<file path="src/rtl/tile_rom_arbiter.sv">
// rtl/tile_rom_arbiter.sv - shares the tile palette-index ROM between VGA scan-out and game-logic reads
//
// Ports:
//   vga_clk, reset_n          pixel clock, asynchronous active-low reset
//   blank                     1 = active video (display owns the slot), 0 = blanking
//   disp_addr / disp_q        display address in, palette index out (1-cycle latency)
//   logic_req / logic_addr    logic read request and address (sampled on acceptance)
//   logic_ready               request can be accepted this cycle
//   logic_valid / logic_data  one-cycle result pulse and read data
//   rom_address / rom_q       to/from the synchronous-read ROM
//   steal_count               saturating count of display slots given to logic reads
module tile_rom_arbiter #(
    parameter int ADDR_W   = 13,
    parameter int DATA_W   = 6,
    parameter int MAX_WAIT = 64,
    parameter int STEAL_EN = 1
) (
    input  logic              vga_clk,
    input  logic              reset_n,
    input  logic              blank,
    input  logic [ADDR_W-1:0] disp_addr,
    output logic [DATA_W-1:0] disp_q,
    input  logic              logic_req,
    input  logic [ADDR_W-1:0] logic_addr,
    output logic              logic_ready,
    output logic              logic_valid,
    output logic [DATA_W-1:0] logic_data,
    output logic [ADDR_W-1:0] rom_address,
    input  logic [DATA_W-1:0] rom_q,
    output logic [15:0]       steal_count
);

    localparam int WCNT_W = (MAX_WAIT > 1) ? $clog2(MAX_WAIT) : 1;
    localparam logic [WCNT_W-1:0] WAIT_LAST = WCNT_W'(MAX_WAIT - 1);

    typedef enum logic [1:0] {
        IDLE = 2'd0,
        WAIT = 2'd1,
        DATA = 2'd2
    } state_t;

    state_t            state, state_nxt;
    logic [ADDR_W-1:0] addr_reg;
    logic [WCNT_W-1:0] wait_cnt;
    logic [DATA_W-1:0] hold_q;
    logic              prev_logic;
    logic              grant;

    // grant depends only on registered state, blank and the wait counter, so
    // there is no combinational path from logic_req to rom_address.
    always_comb begin
        grant       = 1'b0;
        state_nxt   = state;
        logic_ready = (state == IDLE);
        case (state)
            IDLE: begin
                if (logic_req) state_nxt = WAIT;
            end
            WAIT: begin
                grant = !blank || ((STEAL_EN != 0) && (wait_cnt == WAIT_LAST));
                if (grant) state_nxt = DATA;
            end
            DATA: begin
                state_nxt = IDLE;
            end
            default: begin
                state_nxt = IDLE;
            end
        endcase
    end

    assign rom_address = grant ? addr_reg : disp_addr;

    // The cycle after a logic slot rom_q carries logic data, so the display
    // repeats the last pixel it showed instead.
    assign disp_q = prev_logic ? hold_q : rom_q;

    always_ff @(posedge vga_clk or negedge reset_n) begin
        if (!reset_n) begin
            state       <= IDLE;
            addr_reg    <= '0;
            wait_cnt    <= '0;
            hold_q      <= '0;
            prev_logic  <= 1'b0;
            logic_valid <= 1'b0;
            logic_data  <= '0;
            steal_count <= '0;
        end else begin
            state       <= state_nxt;
            prev_logic  <= grant;
            logic_valid <= (state == DATA);
            if (state == DATA) logic_data <= rom_q;
            if (!prev_logic) hold_q <= rom_q;

            if (state == IDLE && logic_req) begin
                addr_reg <= logic_addr;
                wait_cnt <= '0;
            end else if (state == WAIT && !grant && wait_cnt != WAIT_LAST) begin
                wait_cnt <= wait_cnt + 1'b1;
            end

            if (grant && blank && steal_count != 16'hFFFF) begin
                steal_count <= steal_count + 16'd1;
            end
        end
    end

endmodule

</file>
<file path="config.mk">
export PLATFORM = sky130hd
export DESIGN_NAME = tile_rom_arbiter
export DESIGN_NICKNAME = d
export VERILOG_FILES = /design/src/rtl/tile_rom_arbiter.sv
export SDC_FILE = /design/constraint.sdc
export NUM_CORES = 1
export LEC_CHECK = 0
export ABC_AREA = 1
export CORE_MARGIN = 2
export CORE_UTILIZATION = 35
export DETAILED_ROUTE_END_ITERATION = 8
export PLACE_DENSITY = 0.65
export SLEW_MARGIN = 5
export SYNTH_ARGS = -nofsm -noshare
export SYNTH_HDL_FRONTEND = slang
export SYNTH_SLANG_ARGS = --single-unit
</file>
<file path="constraint.sdc">
create_clock -name vga_clk -period 4.2 [get_ports vga_clk]
set_input_delay 0.84 -clock vga_clk [delete_from_list [all_inputs] [get_ports vga_clk]]
set_output_delay 0.84 -clock vga_clk [all_outputs]
set_load 0.1 [all_outputs]
</file>
==> flow_summary_export.csv, run 1 <==
group,metric,value,unit
clock_tree,cts_max_path_buffers,2,
run_status,status,"complete, no violations",
global_routing,grt_pass1_vias,2263,
yosys,synth-compound-area-share,5.364,%
clock_tree,cts_resized,0,
timing,setup_violations,0,
yosys,yosys_register_bits,51,
layout,final_nets,429,
clock_tree,clk_pin_slew,0.11,ns
yosys,synth-simple-area-share,29.36,%
power,power_density,530.2,nW/um^2
timing,min_period_over_period,74.40,%
global_routing,use_met1,18.89,%
yosys,synth_fa_ha_area_share,0.9579,%
layout,seq_area,1276,sq um
critical_path,path_max_fanout,15,
yosys,syn_nets,351,
placement,io_buffers,78,
critical_path,end_kind,"output pin",
die,initial_core_util,36.02,%
layout,multi_input_area,1176,sq um
die,dieWidth,90.40,um
job,cap_violations,0,
yosys,yosysWarningCount,0,
layout,fillCellCount,730,
hold_path,min_path_cells,2,
clock_tree,ctsRootBufferMaster,"clkbuf_8",
timing,max_freq,320.0,MHz
die,ios,79,
detailed_routing,via_count,2214,
yosys,synth_area_leader_cell,"dfrtp_1",
timing,setup_tns,0,ns
timing,finalHoldViolations,0,
global_routing,use_met2,25.06,%
timing,worstMarginPinSlew,0.9820,ns
detailed_routing,drc,0,
global_routing,antenna_found_initial,0,
global_routing,grt_max_degree,29,
clock_tree,numClockSinks,51,
hold_path,hold_path.class,"reg -> reg",
yosys,synth_top_family_by_area,"simple AND/OR/NAND/NOR gates",
timing,final_max_slew_viol_count,0,
detailed_routing,wirelength,5.732,mm
die,die_area,8171,sq um
layout,largest_register_ffs,16,
power,p_leak,1.725,nW
clock_tree,postCtsHoldBufs,0,
die,rows,31,
global_routing,use_met3,5.509,%
critical_path,cp.required,3.36,ns
timing,holdWs,0.5030,ns
yosys,synthTopCellsByArea,"dfrtp_1 (49%), nand2_1 (17%), mux2_2 (5.6%)",
layout,area_growth,34.43,%
layout,final_cell_mix,"nand2_1 (121), clkdlybuf4s50_1 (58), dfrtp_1 (51)",
yosys,syn_inst,313,
detailed_routing,ant_nets,0,
yosys,synth.distinct_cells,22,
timing,clock_skew,0.01503,ns
timing,relSlewSlack,34.33,%
critical_path,crit_type,"in -> out",
layout,drive_gt1_share,17.60,%
clock_tree,htree_levels,2,
yosys,synth_xor_xnor_area_share,3.352,%
clock_tree,cts_tree,"yes",
clock_tree,clock_latency,0.31,ns
critical_path,reg2reg_depth,9,
yosys,synth.area.mux_share,5.987,%
yosys,avgSynthCellArea,8.347,sq um
critical_path,start_kind,"input pin",
die,die_y,90.40,um
global_routing,grt_busiest_layer,"met2",
placement,routabilityCongestion,0.8776,
clock_tree,cts-buffers-inserted,5,
clock_tree,cts_setup_buffers,0,
layout,diodes,0,
detailed_routing,drtPass1Iterations,5,
critical_path,critPathArrivalTime,2.28,ns
global_routing,grt_overflow,0,
yosys,synth_top_cell_area_share,48.85,%
detailed_routing,routedWlPerCell,11.67,um
power,vdd_drop_max,0.0004697,V
layout,final_common_cell,"nand2_1",
timing,grt_setup_unrepaired,"no",
timing,fin_crit,3.125,ns
global_routing,grt_usage,15.32,%
die,coreArea,7253,sq um
placement,dpl.hpwl,4.267,mm
yosys,ys_seq_area_share,48.85,%
detailed_routing,viasPerCell,4.509,
global_routing,grt_pass1_wl,10.31,mm
yosys,synthesis.area,2613,sq um
detailed_routing,drt_iter0_drc,84,
## worst paths after layout
check                      slack [ns]           start               to
max                              1.08           blank   rom_address[2]
min                              0.50   logic_data[1]    logic_data[1]
max reg2reg                      2.19  steal_count[0]   steal_count[1]
min reg2reg                      0.50   logic_data[1]    logic_data[1]
max in group asynchronous        2.89         reset_n      addr_reg[7]
min in group asynchronous        0.53         reset_n  steal_count[15]
## metal layers
metal	share of wire, %	vias to the layer above	routed length (um)
met1	45	990	2574
li1	-	1143	-
met3	8.3	6	473
met4	1.2	0	70
met2	46	75	2613
met5	0	-	0
## report_power, final
part / leakage, nW / internal (mW) / total [mW] / switching (mW)
logic: 1.06 / 0.219 / 0.886 / 0.667
clock network: 0.0491 / 0.123 / 0.305 / 0.182
registers: 0.617 / 0.601 / 0.671 / 0.0702
## cell usage after synthesis
master / number
o21ai_0: 14
nor2_2: 5
o21ai_2: 7
inv_1: 25
buf_2: 2
nand3_1: 16
clkbuf_1: 3
buf_6: 3
xor2_1: 10
nor2_1: 17
nor2_4: 2
nand3b_1: 2
nand2_2: 8
nand4_2: 1
mux2i_1: 1
mux2_2: 13
ha_1: 2
a31o_2: 1
nand4_1: 6
dfrtp_1: 51
nand2_1: 121
inv_2: 3
## final cells by class
cell class,instances,area share [%]
Clock buffer,5,1.959
Clock inverter,3,0.7481
Multi-Input combinational cell,226,33.49
Timing Repair Buffer,79,20.95
Sequential cell,51,36.34
Tap cell,99,3.527
Inverter,28,2.993
## metrics by stage
stage                     power, mW  setup WS, ns  utilization [%]  cells  instance area, sq um
after detailed placement      1.572         1.057            47.11    483                  3417
after global routing          1.962        0.8705            48.42    491                  3512
after CTS                     1.886         1.055            48.42    491                  3512
after global placement        1.565         1.083            47.11    483                  3417
final                         1.862         1.075            48.42    491                  3512
after floorplan               1.362        0.3479                -    313                  2613
## critical path, cell delays in order
cell and delay, ns:
clkdlybuf4s50_1 0.45, nand2_1 0.10, nand2_2 0.18, inv_2 0.25
nand2_1 0.10, nand2_1 0.07, buf_4 0.28
## kinds of logic (layout without fill, tap and decap cells)
kind of cell,Yosys count,count (layout)
AND/OR/NAND/NOR,178,178
adder cells (fa/ha/maj),2,2
AO/OA/AOI/OAI,22,22
XOR/XNOR,10,10
buffers and inverters,36,115
multiplexers,14,14
flip-flops,51,51
No activity file was read; power rests on OpenSTA's default activity.
==> inputs of run 2 (changes only) <==
==> constraint.sdc (replaced) <==
create_clock -name vga_clk -period 3.1 [get_ports vga_clk]
set_input_delay 0.62 -clock vga_clk [delete_from_list [all_inputs] [get_ports vga_clk]]
set_output_delay 0.62 -clock vga_clk [all_outputs]
set_load 0.1 [all_outputs]
==> flow_summary_export.csv, run 2 (synthesis results as in run 1) <==
group,metric,value,unit
run_status,status,"complete, no violations",
critical_path,slowest_stage,"dfrtp_1",
critical_path,crit_type,"reg -> out",
global_routing,grt_busiest_layer,"met2",
critical_path,critPathArrivalTime,2.12,ns
global_routing,grt_overflow,0,
global_routing,use_met2,23.06,%
layout,largest_register_ffs,16,
layout,diodes,0,
critical_path,cp_num_buf_inv,2,
global_routing,grt_pass1_vias,2132,
global_routing,antenna_found_initial,0,
die,die_area,8171,sq um
clock_tree,cts_tree,"yes",
layout,final_common_cell,"nand2_1",
critical_path,r2r_start,"steal_count[0]",
clock_tree,cts_resized,0,
layout,finalInstanceArea,3631,sq um
clock_tree,numClockSinks,51,
placement,routabilityCongestion,0.8713,
clock_tree,cts-buffers-inserted,5,
critical_path,path_max_fanout,15,
detailed_routing,drt_iter0_drc,49,
layout,final_cell_mix,"nand2_1 (121), dfrtp_1 (51), clkdlybuf4s50_1 (34)",
timing,min_period_over_period,88.28,%
layout,final_nets,431,
critical_path,cpPeakStageDelay,0.39,ns
clock_tree,postCtsHoldBufs,0,
global_routing,grt_usage,14.98,%
global_routing,grt_max_degree,24,
critical_path,end_kind,"output pin",
global_routing,use_met3,6.260,%
layout,drive_gt1_share,24.11,%
placement,io_buffers,78,
global_routing,grt_pass1_wl,9.956,mm
detailed_routing,drtPass1Iterations,4,
clock_tree,cts_max_path_buffers,2,
timing,setup_tns,0,ns
timing,max_freq,365.4,MHz
clock_tree,cts_setup_buffers,0,
clock_tree,clk_pin_slew,0.10,ns
die,die_y,90.40,um
layout,seq_area,1276,sq um
global_routing,use_met1,19.47,%
detailed_routing,ant_nets,0,
timing,grt_setup_unrepaired,"no",
job,cap_violations,0,
detailed_routing,routedWlPerCell,11.93,um
critical_path,critPathTopFamily,"simple AND/OR/NAND/NOR gates",
die,rows,31,
clock_tree,ctsRootBufferMaster,"clkbuf_8",
die,dieWidth,90.40,um
timing,worstMarginPinSlew,0.8588,ns
critical_path,startpoint,"wait_cnt[0]",
critical_path,cp_cell_sequence,"ha_1 -> nand2_2 -> nor2_2 -> nand2_1 -> nand2_1 -> nand2_2 -> inv_2 -> nand2_1 -> nand2_1 -> buf_12",
timing,clock_skew,0.01115,ns
power,power_density,712.5,nW/um^2
die,initial_core_util,36.02,%
timing,final_max_slew_viol_count,0,
clock_tree,clock_latency,0.30,ns
hold_path,hold_path.class,"in -> async",
detailed_routing,via_count,2255,
critical_path,cp_common_cell,"nand2_1",
layout,multi_input_area,1176,sq um
critical_path,cp.required,2.48,ns
timing,fin_crit,2.737,ns
timing,finalHoldViolations,0,
layout,area_growth,38.98,%
placement,placed_area,3547,sq um
clock_tree,htree_levels,2,
layout,fillCellCount,684,
detailed_routing,drc,0,
timing,setup_violations,0,
power,vdd_drop_max,0.0004331,V
detailed_routing,viasPerCell,4.574,
timing,relSlewSlack,42.60,%
power,p_leak,1.823,nW
die,ios,79,
placement,dpl.hpwl,4.455,mm
critical_path,start_kind,"flip-flop",
die,coreArea,7253,sq um
detailed_routing,wirelength,5.880,mm
==> run 2: cell type report <==
type,instances,share of cell area [%]
clock inverters,3,0.4135
multi-input cells,226,32.39
flip-flops and latches,51,35.15
inverters,28,2.895
clock buffers,5,1.895
repair buffers,81,23.85
well taps,99,3.411
==> run 2: metal layers <==
metal  wire, um  part of all wire [%]
met4         56                  0.95
met5          0                     0
met3        496                   8.4
met1       2636                    45
met2       2690                    46
==> run 2: power by group <==
group          internal (mW)  switching [mW]  total (mW)
Sequential             0.815          0.0953       0.910
Combinational          0.377           0.926        1.30
Clock                  0.155           0.219       0.375
Total                   1.35            1.24        2.59
==> run 2: final timing paths <==
check | slack (ns) | depth (start not counted) | endpoint
max reg2reg | 1.26 | 9 | steal_count[1]
max in group asynchronous | 2.15 | 2 | hold_q[1]
min in group vga_clk | 0.51 | 2 | logic_data[4]
max | 0.36 | 10 | rom_address[6]
min reg2reg | 0.51 | 2 | logic_data[4]
min | 0.29 | 1 | steal_count[11]
==> run 2: stage by stage <==
step | utilization, % | setup slack (ns) | hold WS [ns] | power (mW) | std cells
global placement | 48.90 | 0.4493 | 0.4715 | 2.229 | 485
CTS | 50.06 | 0.3197 | 0.2999 | 2.620 | 493
floorplan | - | 0.4604 | 0.3244 | 1.847 | 313
detailed placement | 48.90 | 0.4407 | 0.4823 | 2.233 | 485
finish | 50.06 | 0.3634 | 0.2925 | 2.587 | 493
global route | 50.06 | 0.1409 | 0.3191 | 2.718 | 493
==> inputs of run 3 (changes only) <==
--- a/config.mk
+++ b/config.mk
@@ -6,7 +6,7 @@
 export NUM_CORES = 1
 export LEC_CHECK = 0
 export ABC_AREA = 1
-export CORE_MARGIN = 2
+export CAP_MARGIN = 40
 export CORE_UTILIZATION = 35
 export DETAILED_ROUTE_END_ITERATION = 8
 export PLACE_DENSITY = 0.65
==> flow_summary_export.csv, run 3 (synthesis results as in run 1) <==
group,metric,value,unit
detailed_routing,viasPerCell,4.575,
critical_path,cp_cell_sequence,"ha_1 -> nand2_2 -> nor2_2 -> nand2_1 -> nand2_1 -> nand2_2 -> inv_2 -> nand2_1 -> nand2_1 -> buf_12",
timing,setup_violations,0,
detailed_routing,ant_nets,0,
detailed_routing,routedWlPerCell,11.86,um
critical_path,crit_type,"reg -> out",
layout,diodes,0,
critical_path,cp_common_cell,"nand2_1",
placement,dp_cells,486,
clock_tree,postCtsHoldBufs,0,
run_status,status,"complete, no violations",
critical_path,cpPeakStageDelay,0.39,ns
die,rows,31,
job,cap_violations,0,
die,ios,79,
global_routing,grt_pass1_vias,2091,
layout,final_cell_mix,"nand2_1 (121), dfrtp_1 (51), clkdlybuf4s50_1 (34)",
timing,clock_skew,0.008945,ns
clock_tree,clk_pin_slew,0.10,ns
layout,layout.cells.non_filler,494,
power,p_int,1.454,mW
power,p_leak,1.842,nW
clock_tree,clock_latency,0.31,ns
layout,drive_gt1_share,24.30,%
clock_tree,cts_max_path_buffers,2,
power,vdd_drop_max,0.0005044,V
clock_tree,ctsRootBufferMaster,"clkbuf_8",
clock_tree,htree_levels,2,
clock_tree,cts_resized,0,
critical_path,startpoint,"wait_cnt[0]",
global_routing,antenna_found_initial,0,
timing,worstMarginPinSlew,0.8374,ns
detailed_routing,drtPass1Iterations,6,
die,initial_core_util,36.21,%
detailed_routing,drt_iter0_drc,80,
clock_tree,cts-buffers-inserted,5,
timing,setup_tns,0,ns
timing,grt_setup_unrepaired,"no",
detailed_routing,wirelength,5.860,mm
timing,timing.final.ws_setup,0.3503,ns
power,switchingPower,1.256,mW
die,die_y,88.40,um
timing,finalHoldViolations,0,
power,power_density,738.0,nW/um^2
global_routing,grt_usage,15.84,%
timing,min_period_over_period,88.70,%
die,dieWidth,88.40,um
power,clkPwrFrac,18.1,%
placement,io_buffers,78,
critical_path,end_kind,"output pin",
placement,detailedPlace.worstSlack,0.4446,ns
placement,dpl.hpwl,4.524,mm
timing,fin_crit,2.750,ns
power,power_frac_comb,48.2,%
timing,holdWs,0.3984,ns
placement,routabilityCongestion,0.8534,
timing,max_freq,363.7,MHz
power,p_seq_share,33.8,%
die,coreArea,7214,sq um
power,power,2.710,mW
critical_path,slowest_stage,"dfrtp_1",
critical_path,path_max_fanout,15,
layout,area_growth,40.57,%
global_routing,grt_overflow,0,
critical_path,critPathArrivalTime,2.13,ns
timing,final_max_slew_viol_count,0,
layout,largest_register_ffs,16,
clock_tree,cts_tree,"yes",
hold_path,hold_path.class,"in -> async",
clock_tree,numClockSinks,51,
critical_path,start_kind,"flip-flop",
detailed_routing,drc,0,
die,die_area,7814,sq um
layout,final_common_cell,"nand2_1",
timing,relSlewSlack,44.04,%
layout,final_nets,432,
clock_tree,cts_setup_buffers,0,
detailed_routing,via_count,2260,
global_routing,grt_max_degree,36,
critical_path,r2r_start,"steal_count[0]",
power,swShare,46.36,%
critical_path,cp.required,2.48,ns
global_routing,grt_pass1_wl,9.577,mm
-- run 3: final cells by class --
| cell class | count | area [sq um] |
|---|---|---|
| Timing Repair Buffer | 82 | 873.3 |
| Tap cell | 99 | 123.9 |
| Fill cell | 694 | 3542 |
| Clock inverter | 2 | 35.03 |
| Multi-Input combinational cell | 226 | 1176 |
| Sequential cell | 51 | 1276 |
| Inverter | 28 | 105.1 |
| Clock buffer | 6 | 82.58 |
-- run 3: metal layers --
layer  track usage, %  up-vias  part of all wire (%)
met5                0        -                     0
met4            3.519        0                  0.90
met3            5.504        5                   7.4
met2            25.24       72                    46
met1            20.84     1035                    46
li1                 -     1148                     -
-- run 3: power groups by stage --
stage / clock network (mW) / logic (mW) / registers (mW)
finish: 0.490 / 1.31 / 0.915
global route: 0.531 / 1.37 / 0.934
CTS: 0.506 / 1.32 / 0.915
global placement: 0 / 1.30 / 0.925
detailed placement: 0 / 1.32 / 0.922
floorplan: 0 / 0.660 / 1.19
-- run 3: path summary, 6_finish.rpt --
path,slack (ns),to,depth (start not counted)
setup / recovery,0.35,rom_address[5],10
hold / removal,0.40,steal_count[14],1
setup reg to reg,1.39,steal_count[14],9
hold reg to reg,0.50,logic_valid,1
max in group asynchronous,2.06,addr_reg[2],2
min in group vga_clk,0.50,logic_valid,1
-- run 3: worst max-delay path, delay by kind of cell, from the launching register on --
kind,cells,cell delay [ns]
adders and majority gates,1,0.24
and+or+nand+nor,7,0.73
buffers and inverters,2,0.43
DFF,1,0.39
-- run 3: through the flow --
stage	util, %	area, sq um
finish	50.90	3672
global route	50.90	3672
floorplan	-	2613
CTS	50.90	3672
global placement	49.27	3555
detailed placement	49.27	3555
